### src/rtl/hazard_ctrl_unit.sv
// -----------------------------------------------------------------------------
// hazard_ctrl_unit
//   Forwarding, stall and flush control for a 5-stage RISC-V pipeline.
//   Covers load-use hazards, taken branches and multi-cycle Execute ops.
//   A small IDLE/BUSY FSM with an 8-bit down-counter holds the front of the
//   pipeline while a multi-cycle op occupies Execute.
//
// Parameters
//   AW     register-address width
//   MC_LAT Execute occupancy of a multi-cycle op, 1..255 cycles
//   CNT_W  performance counter width
//
// Ports
//   clk, rst                 clock, synchronous active-low reset
//   Rs1_D, Rs2_D             Decode sources
//   Rs1_E, Rs2_E, RD_E       Execute sources / destination
//   ResultSrcE               Execute instruction is a load
//   MultiCycleE              Execute instruction is a multi-cycle op
//   PCSrcE                   branch/jump taken in Execute
//   RegWriteM, RD_M          Memory-stage writeback
//   RegWriteW, RD_W          Writeback-stage writeback
//   ForwardAE, ForwardBE     00 regfile, 01 ResultW, 10 ALU_ResultM
//   StallF, StallD, StallE   hold PC / Decode reg / Execute reg
//   FlushD, FlushE, FlushM   bubble into Decode / Execute / Memory reg
//   DoneE                    multi-cycle result valid this cycle
//   StallCnt, FlushCnt       saturating performance counters
//
// Build option
//   HAZARD_PERF_EN  when defined, StallCnt/FlushCnt are real saturating
//                   counters; otherwise they are tied to zero.
// -----------------------------------------------------------------------------
module hazard_ctrl_unit #(
  parameter int AW     = 5,
  parameter int MC_LAT = 4,
  parameter int CNT_W  = 32
) (
  input  logic             clk,
  input  logic             rst,
  input  logic [AW-1:0]    Rs1_D,
  input  logic [AW-1:0]    Rs2_D,
  input  logic [AW-1:0]    Rs1_E,
  input  logic [AW-1:0]    Rs2_E,
  input  logic [AW-1:0]    RD_E,
  input  logic             ResultSrcE,
  input  logic             MultiCycleE,
  input  logic             PCSrcE,
  input  logic             RegWriteM,
  input  logic [AW-1:0]    RD_M,
  input  logic             RegWriteW,
  input  logic [AW-1:0]    RD_W,
  output logic [1:0]       ForwardAE,
  output logic [1:0]       ForwardBE,
  output logic             StallF,
  output logic             StallD,
  output logic             StallE,
  output logic             FlushD,
  output logic             FlushE,
  output logic             FlushM,
  output logic             DoneE,
  output logic [CNT_W-1:0] StallCnt,
  output logic [CNT_W-1:0] FlushCnt
);

  typedef enum logic {IDLE = 1'b0, BUSY = 1'b1} state_t;

  // The start cycle is itself a stall cycle, so BUSY needs MC_LAT-2 more.
  localparam logic [7:0] MC_LOAD   = (MC_LAT > 1) ? 8'(MC_LAT - 2) : 8'd0;
  localparam bit         MC_SINGLE = (MC_LAT == 1);

  state_t     state_q, state_d;
  logic [7:0] cnt_q, cnt_d;

  logic       mc_req, mc_start, mc_hold, mc_stall, mc_done;
  logic       lu, br_flush;
  logic [1:0] fwd_a, fwd_b;

  // A taken branch alongside MultiCycleE wins: the op never starts.
  assign mc_req   = MultiCycleE & ~PCSrcE;
  assign mc_start = (state_q == IDLE) & mc_req & ~MC_SINGLE;
  assign mc_hold  = (state_q == BUSY) & (cnt_q != 8'd0);
  assign mc_stall = mc_start | mc_hold;
  assign mc_done  = ((state_q == BUSY) & (cnt_q == 8'd0)) |
                    ((state_q == IDLE) & mc_req & MC_SINGLE);

  assign lu = ResultSrcE & (RD_E != '0) & ((RD_E == Rs1_D) | (RD_E == Rs2_D));

  // Branch flush only when no multi-cycle stall is holding the pipe.
  assign br_flush = PCSrcE & ~mc_stall;

  // Memory stage is younger data, so it wins over Writeback.
  assign fwd_a = (RegWriteM & (RD_M != '0) & (RD_M == Rs1_E)) ? 2'b10 :
                 (RegWriteW & (RD_W != '0) & (RD_W == Rs1_E)) ? 2'b01 : 2'b00;
  assign fwd_b = (RegWriteM & (RD_M != '0) & (RD_M == Rs2_E)) ? 2'b10 :
                 (RegWriteW & (RD_W != '0) & (RD_W == Rs2_E)) ? 2'b01 : 2'b00;

  // ---------------------------------------------------------------------------
  // FSM: state register
  // ---------------------------------------------------------------------------
  always_ff @(posedge clk) begin
    if (!rst) begin
      state_q <= IDLE;
      cnt_q   <= 8'd0;
    end else begin
      state_q <= state_d;
      cnt_q   <= cnt_d;
    end
  end

  // ---------------------------------------------------------------------------
  // FSM: next state (MultiCycleE is ignored in BUSY, the op is being held)
  // ---------------------------------------------------------------------------
  always_comb begin
    state_d = state_q;
    cnt_d   = cnt_q;
    case (state_q)
      IDLE: begin
        if (mc_start) begin
          state_d = BUSY;
          cnt_d   = MC_LOAD;
        end
      end
      BUSY: begin
        if (cnt_q != 8'd0) cnt_d = cnt_q - 8'd1;
        else               state_d = IDLE;
      end
      default: begin
        state_d = IDLE;
        cnt_d   = 8'd0;
      end
    endcase
  end

  // ---------------------------------------------------------------------------
  // FSM / hazard outputs: multi-cycle stall > branch > load-use.
  // Everything is forced low while reset is asserted.
  // ---------------------------------------------------------------------------
  always_comb begin
    ForwardAE = 2'b00;
    ForwardBE = 2'b00;
    StallF    = 1'b0;
    StallD    = 1'b0;
    StallE    = 1'b0;
    FlushD    = 1'b0;
    FlushE    = 1'b0;
    FlushM    = 1'b0;
    DoneE     = 1'b0;
    if (rst) begin
      ForwardAE = fwd_a;
      ForwardBE = fwd_b;
      DoneE     = mc_done;
      if (mc_stall) begin
        StallF = 1'b1;
        StallD = 1'b1;
        StallE = 1'b1;
        FlushM = 1'b1;
      end else if (br_flush) begin
        FlushD = 1'b1;
        FlushE = 1'b1;
      end else if (lu) begin
        StallF = 1'b1;
        StallD = 1'b1;
        FlushE = 1'b1;
      end
    end
  end

  // ---------------------------------------------------------------------------
  // Performance counters
  // ---------------------------------------------------------------------------
`ifdef HAZARD_PERF_EN
  logic [CNT_W-1:0] stall_cnt_q, flush_cnt_q;

  always_ff @(posedge clk) begin
    if (!rst) begin
      stall_cnt_q <= '0;
      flush_cnt_q <= '0;
    end else begin
      if (StallF && (stall_cnt_q != '1)) stall_cnt_q <= stall_cnt_q + 1'b1;
      if (br_flush && (flush_cnt_q != '1)) flush_cnt_q <= flush_cnt_q + 1'b1;
    end
  end

  assign StallCnt = stall_cnt_q;
  assign FlushCnt = flush_cnt_q;
`else
  assign StallCnt = '0;
  assign FlushCnt = '0;
`endif

endmodule

### config.mk
export PLATFORM = sky130hd
export DESIGN_NAME = hazard_ctrl_unit
export DESIGN_NICKNAME = d
export VERILOG_FILES = /design/src/rtl/hazard_ctrl_unit.sv
export SDC_FILE = /design/constraint.sdc
export NUM_CORES = 1
export LEC_CHECK = 0
export CORE_AREA = 2 2 68 70
export DETAILED_ROUTE_END_ITERATION = 8
export DIE_AREA = 0 0 70 72
export PLACE_DENSITY = 0.87
export SYNTH_ARGS = -nofsm -noshare
export SYNTH_HDL_FRONTEND = slang
export SYNTH_SLANG_ARGS = --single-unit
export TNS_END_PERCENT = 10
### constraint.sdc
create_clock -name clk -period 2.9 [get_ports clk]
set_input_delay 0.435 -clock clk [delete_from_list [all_inputs] [get_ports clk]]
set_output_delay 0.435 -clock clk [all_outputs]
set_load 0.02 [all_outputs]
==> flow_metrics.tcl <==
set metrics [dict create \
    synth_most_common_cell "buf_4" \
    p_leak_nw 0.9406 \
    r2r_cells 6 \
    dp_hpwl_mm 2.709 \
    tns_ns 0 \
    slowest_stage "clkdlybuf4s50_1" \
    report.final.slew_viol_count 0 \
    synth.cell_area_sq_um 1389 \
    ir_drop_mv 0.1741 \
    design_area_sq_um 1912 \
    cts-resized-gates 6 \
    num_rows 24 \
    tightestPinTransition_ns 0.4995 \
    synth_warnings 0 \
    vias_per_cell 4.087 \
    start_kind "primary input" \
    r2r_end "cnt_q[0]" \
    routed_wirelength_mm 3.144 \
    drc 0 \
    cp.arrival_ns 2.42 \
    placed_cell_area_sq_um 1838 \
    postRouteAntennaNets 0 \
    dr_total_vias 1218 \
    total_power_mw 0.5650 \
    dp_slack_ns -0.1827 \
    fin_util_pct 44.84 \
    fin_crit_ns 2.859 \
    gr-total-overflow 0 \
    cp-endpoint "ForwardBE[1]" \
    setup_ws_ns 0.04117 \
    outcome "finished, final reports clean" \
    avgSynthCellArea_sq_um 7.802 \
    cpPeakStageDelay_ns 0.60 \
    ys_types 33 \
    clockRootBuffer "clkbuf_8" \
    nets 291 \
    num_antenna_cells 0 \
    ys.flop_type "dfxtp_1" \
    netlist_top_cells_count "buf_4 (66), xor2_1 (29), nor2_1 (10)" \
    cts_tree "built" \
    netlist.top_cell.by_area "buf_4" \
    cts-htree-levels 1 \
    gp_congestion 0.7793 \
    cts_post_setup_buffers_inserted 0 \
    synthCells 178 \
    maxCapViolations 0 \
    rr_startpoint "cnt_q[2]" \
    ioPinCount 117 \
    power.density_nw_per_um2 295.5 \
    drt_iter0_markers 38 \
    max_freq_mhz 349.8 \
    post-route-period-util_pct 98.58 \
    cp_top_family "buffers and inverters" \
    grt_pass1_vias 1108 \
    clk_latency_ns 0.22 \
    grt_pass1_wl_mm 4.623 \
    area_growth_pct 37.66 \
    drt-wirelength-per-cell_um 10.55 \
    grt_start_max_net_pins 10 \
    cts.clk_slew.worst_paths_ns 0.04 \
    ff2ff_setup_slack_ns 1.06 \
    critPathMaxFanout 2 \
    criticalPathCategory "in2out" \
    drive_above_1_share_pct 10.98 \
    synth.top_cell.area_share_pct 35.68 \
    hold_path.class "reg2reg" \
    hold_violations 0 \
    setup_viol 0 \
    async_flop_share_pct 0 \
    cp.depth 7 \
    antenna_found_initial 0 \
    postCtsHoldBufs 0 \
    start_util_pct 32.57 \
    synth_area_leaders "buf_4 (36%), xor2_1 (18%), dfxtp_1 (13%)" \
    yosysSeqAreaShare_pct 12.97 \
    ys_seq_elements 9 \
    firstDrtPassIters 4 \
    cp_common_cell "clkdlybuf4s50_1" \
    die_h_um 72 \
    die_w_um 70 \
    cp-startpoint "RD_M[4]" \
    path_cells "clkdlybuf4s50_1 > buf_4 > xnor2_1 > nand3_1 > nor4_2 > and2_1 > clkdlybuf4s50_1" \
    fin_skew_ns 0.0003378 \
    critPathBufInv 3 \
    synth_edf_count 0 \
    cts.sinks 9 \
    crit_path_end_kind "output port" \
    core_area_sq_um 4264 \
    numCtsBuffers 3 \
    relSlewSlack_pct 66.63 \
    crit_required_ns 2.47 \
    die_area_sq_um 5040 \
    track_usage_pct 11.22 \
    clock_path_buffers 2 \
    numPortBuffers 52 \
]
-- per-layer routing --
layer  GRT usage [%]  share of wire, %  vias to the layer above
met5               0                 0                        -
met4           1.923              0.32                        0
met3           2.917               7.5                        2
met2           23.60                56                       59
met1           11.02                36                      554
li1                -                 -                      603
-- worst min-delay path, cell delays in order, from the launching register on --
cell and delay [ns]:
dfxtp_1 0.32, o21ai_0 0.07, a21oi_1 0.06
-- kinds of logic after synthesis --
kind of cell	after synthesis	share of synthesized area [%]
flops	9	12.97
mux	1	0.7207
compound gates	15	7.478
other cells	1	0.2700
simple gates	41	16.76
xor+xnor	35	22.07
buf+inv	74	37.93
fa+ha+maj	2	1.802
-- cells in the final DEF, fill, tap and decap left out, types with 2 or more instances in the layout --
master and instances:
nand3_1 2, o211ai_1 3, nand4_1 2, dlygate4sd2_1 5, nor2_1 10, ha_1 2, xor2_1 29, buf_4 18
or3_1 2, nor3_1 6, dlymetal6s2s_1 3, xnor2_1 6, dfxtp_1 9, conb_1 64, o21ai_2 2, clkdlybuf4s50_1 44
nor4_2 2, inv_1 5, nor4_1 3, clkbuf_8 3, and2_1 2, or4_1 6, o21ai_0 3
-- state kept, by name, summed over array words and instances (netlist names) --
signal,count
state_q,1
cnt_q,8
-- per-stage QoR --
stage | instances | hold slack, ns
floorplan | 241 | 0.4652
finish | 298 | 0.5032
detailed placement | 294 | 0.4980
global route | 298 | 0.5521
global placement | 294 | 0.4785
CTS | 298 | 0.5072
-- cell type report --
type | instances | area [sq um]
fillers | 436 | 2352
flip-flops and latches | 9 | 180.2
multi-input cells | 158 | 945.9
well taps | 52 | 65.06
repair buffers | 70 | 656.9
clock buffers | 4 | 45.04
inverters | 5 | 18.77
-- report_power, final --
group          internal [mW]  total (mW)  switching (mW)
Clock                 0.0953       0.139          0.0436
Sequential             0.131       0.138         0.00721
Combinational          0.122       0.288           0.167
-- worst min path at each step --
stage / slack [ns] / cells after the start / to / from
6_report: 0.50 / 2 / cnt_q[5] / cnt_q[5]
5_1_grt: 0.55 / 2 / cnt_q[5] / cnt_q[5]
4_1_cts: 0.51 / 2 / cnt_q[5] / cnt_q[5]
3_3_place_gp: 0.48 / 2 / cnt_q[5] / cnt_q[5]
3_5_place_dp: 0.50 / 2 / cnt_q[5] / cnt_q[5]
2_1_floorplan: 0.47 / 2 / cnt_q[5] / cnt_q[5]
Power figures use the tool's default switching activity.
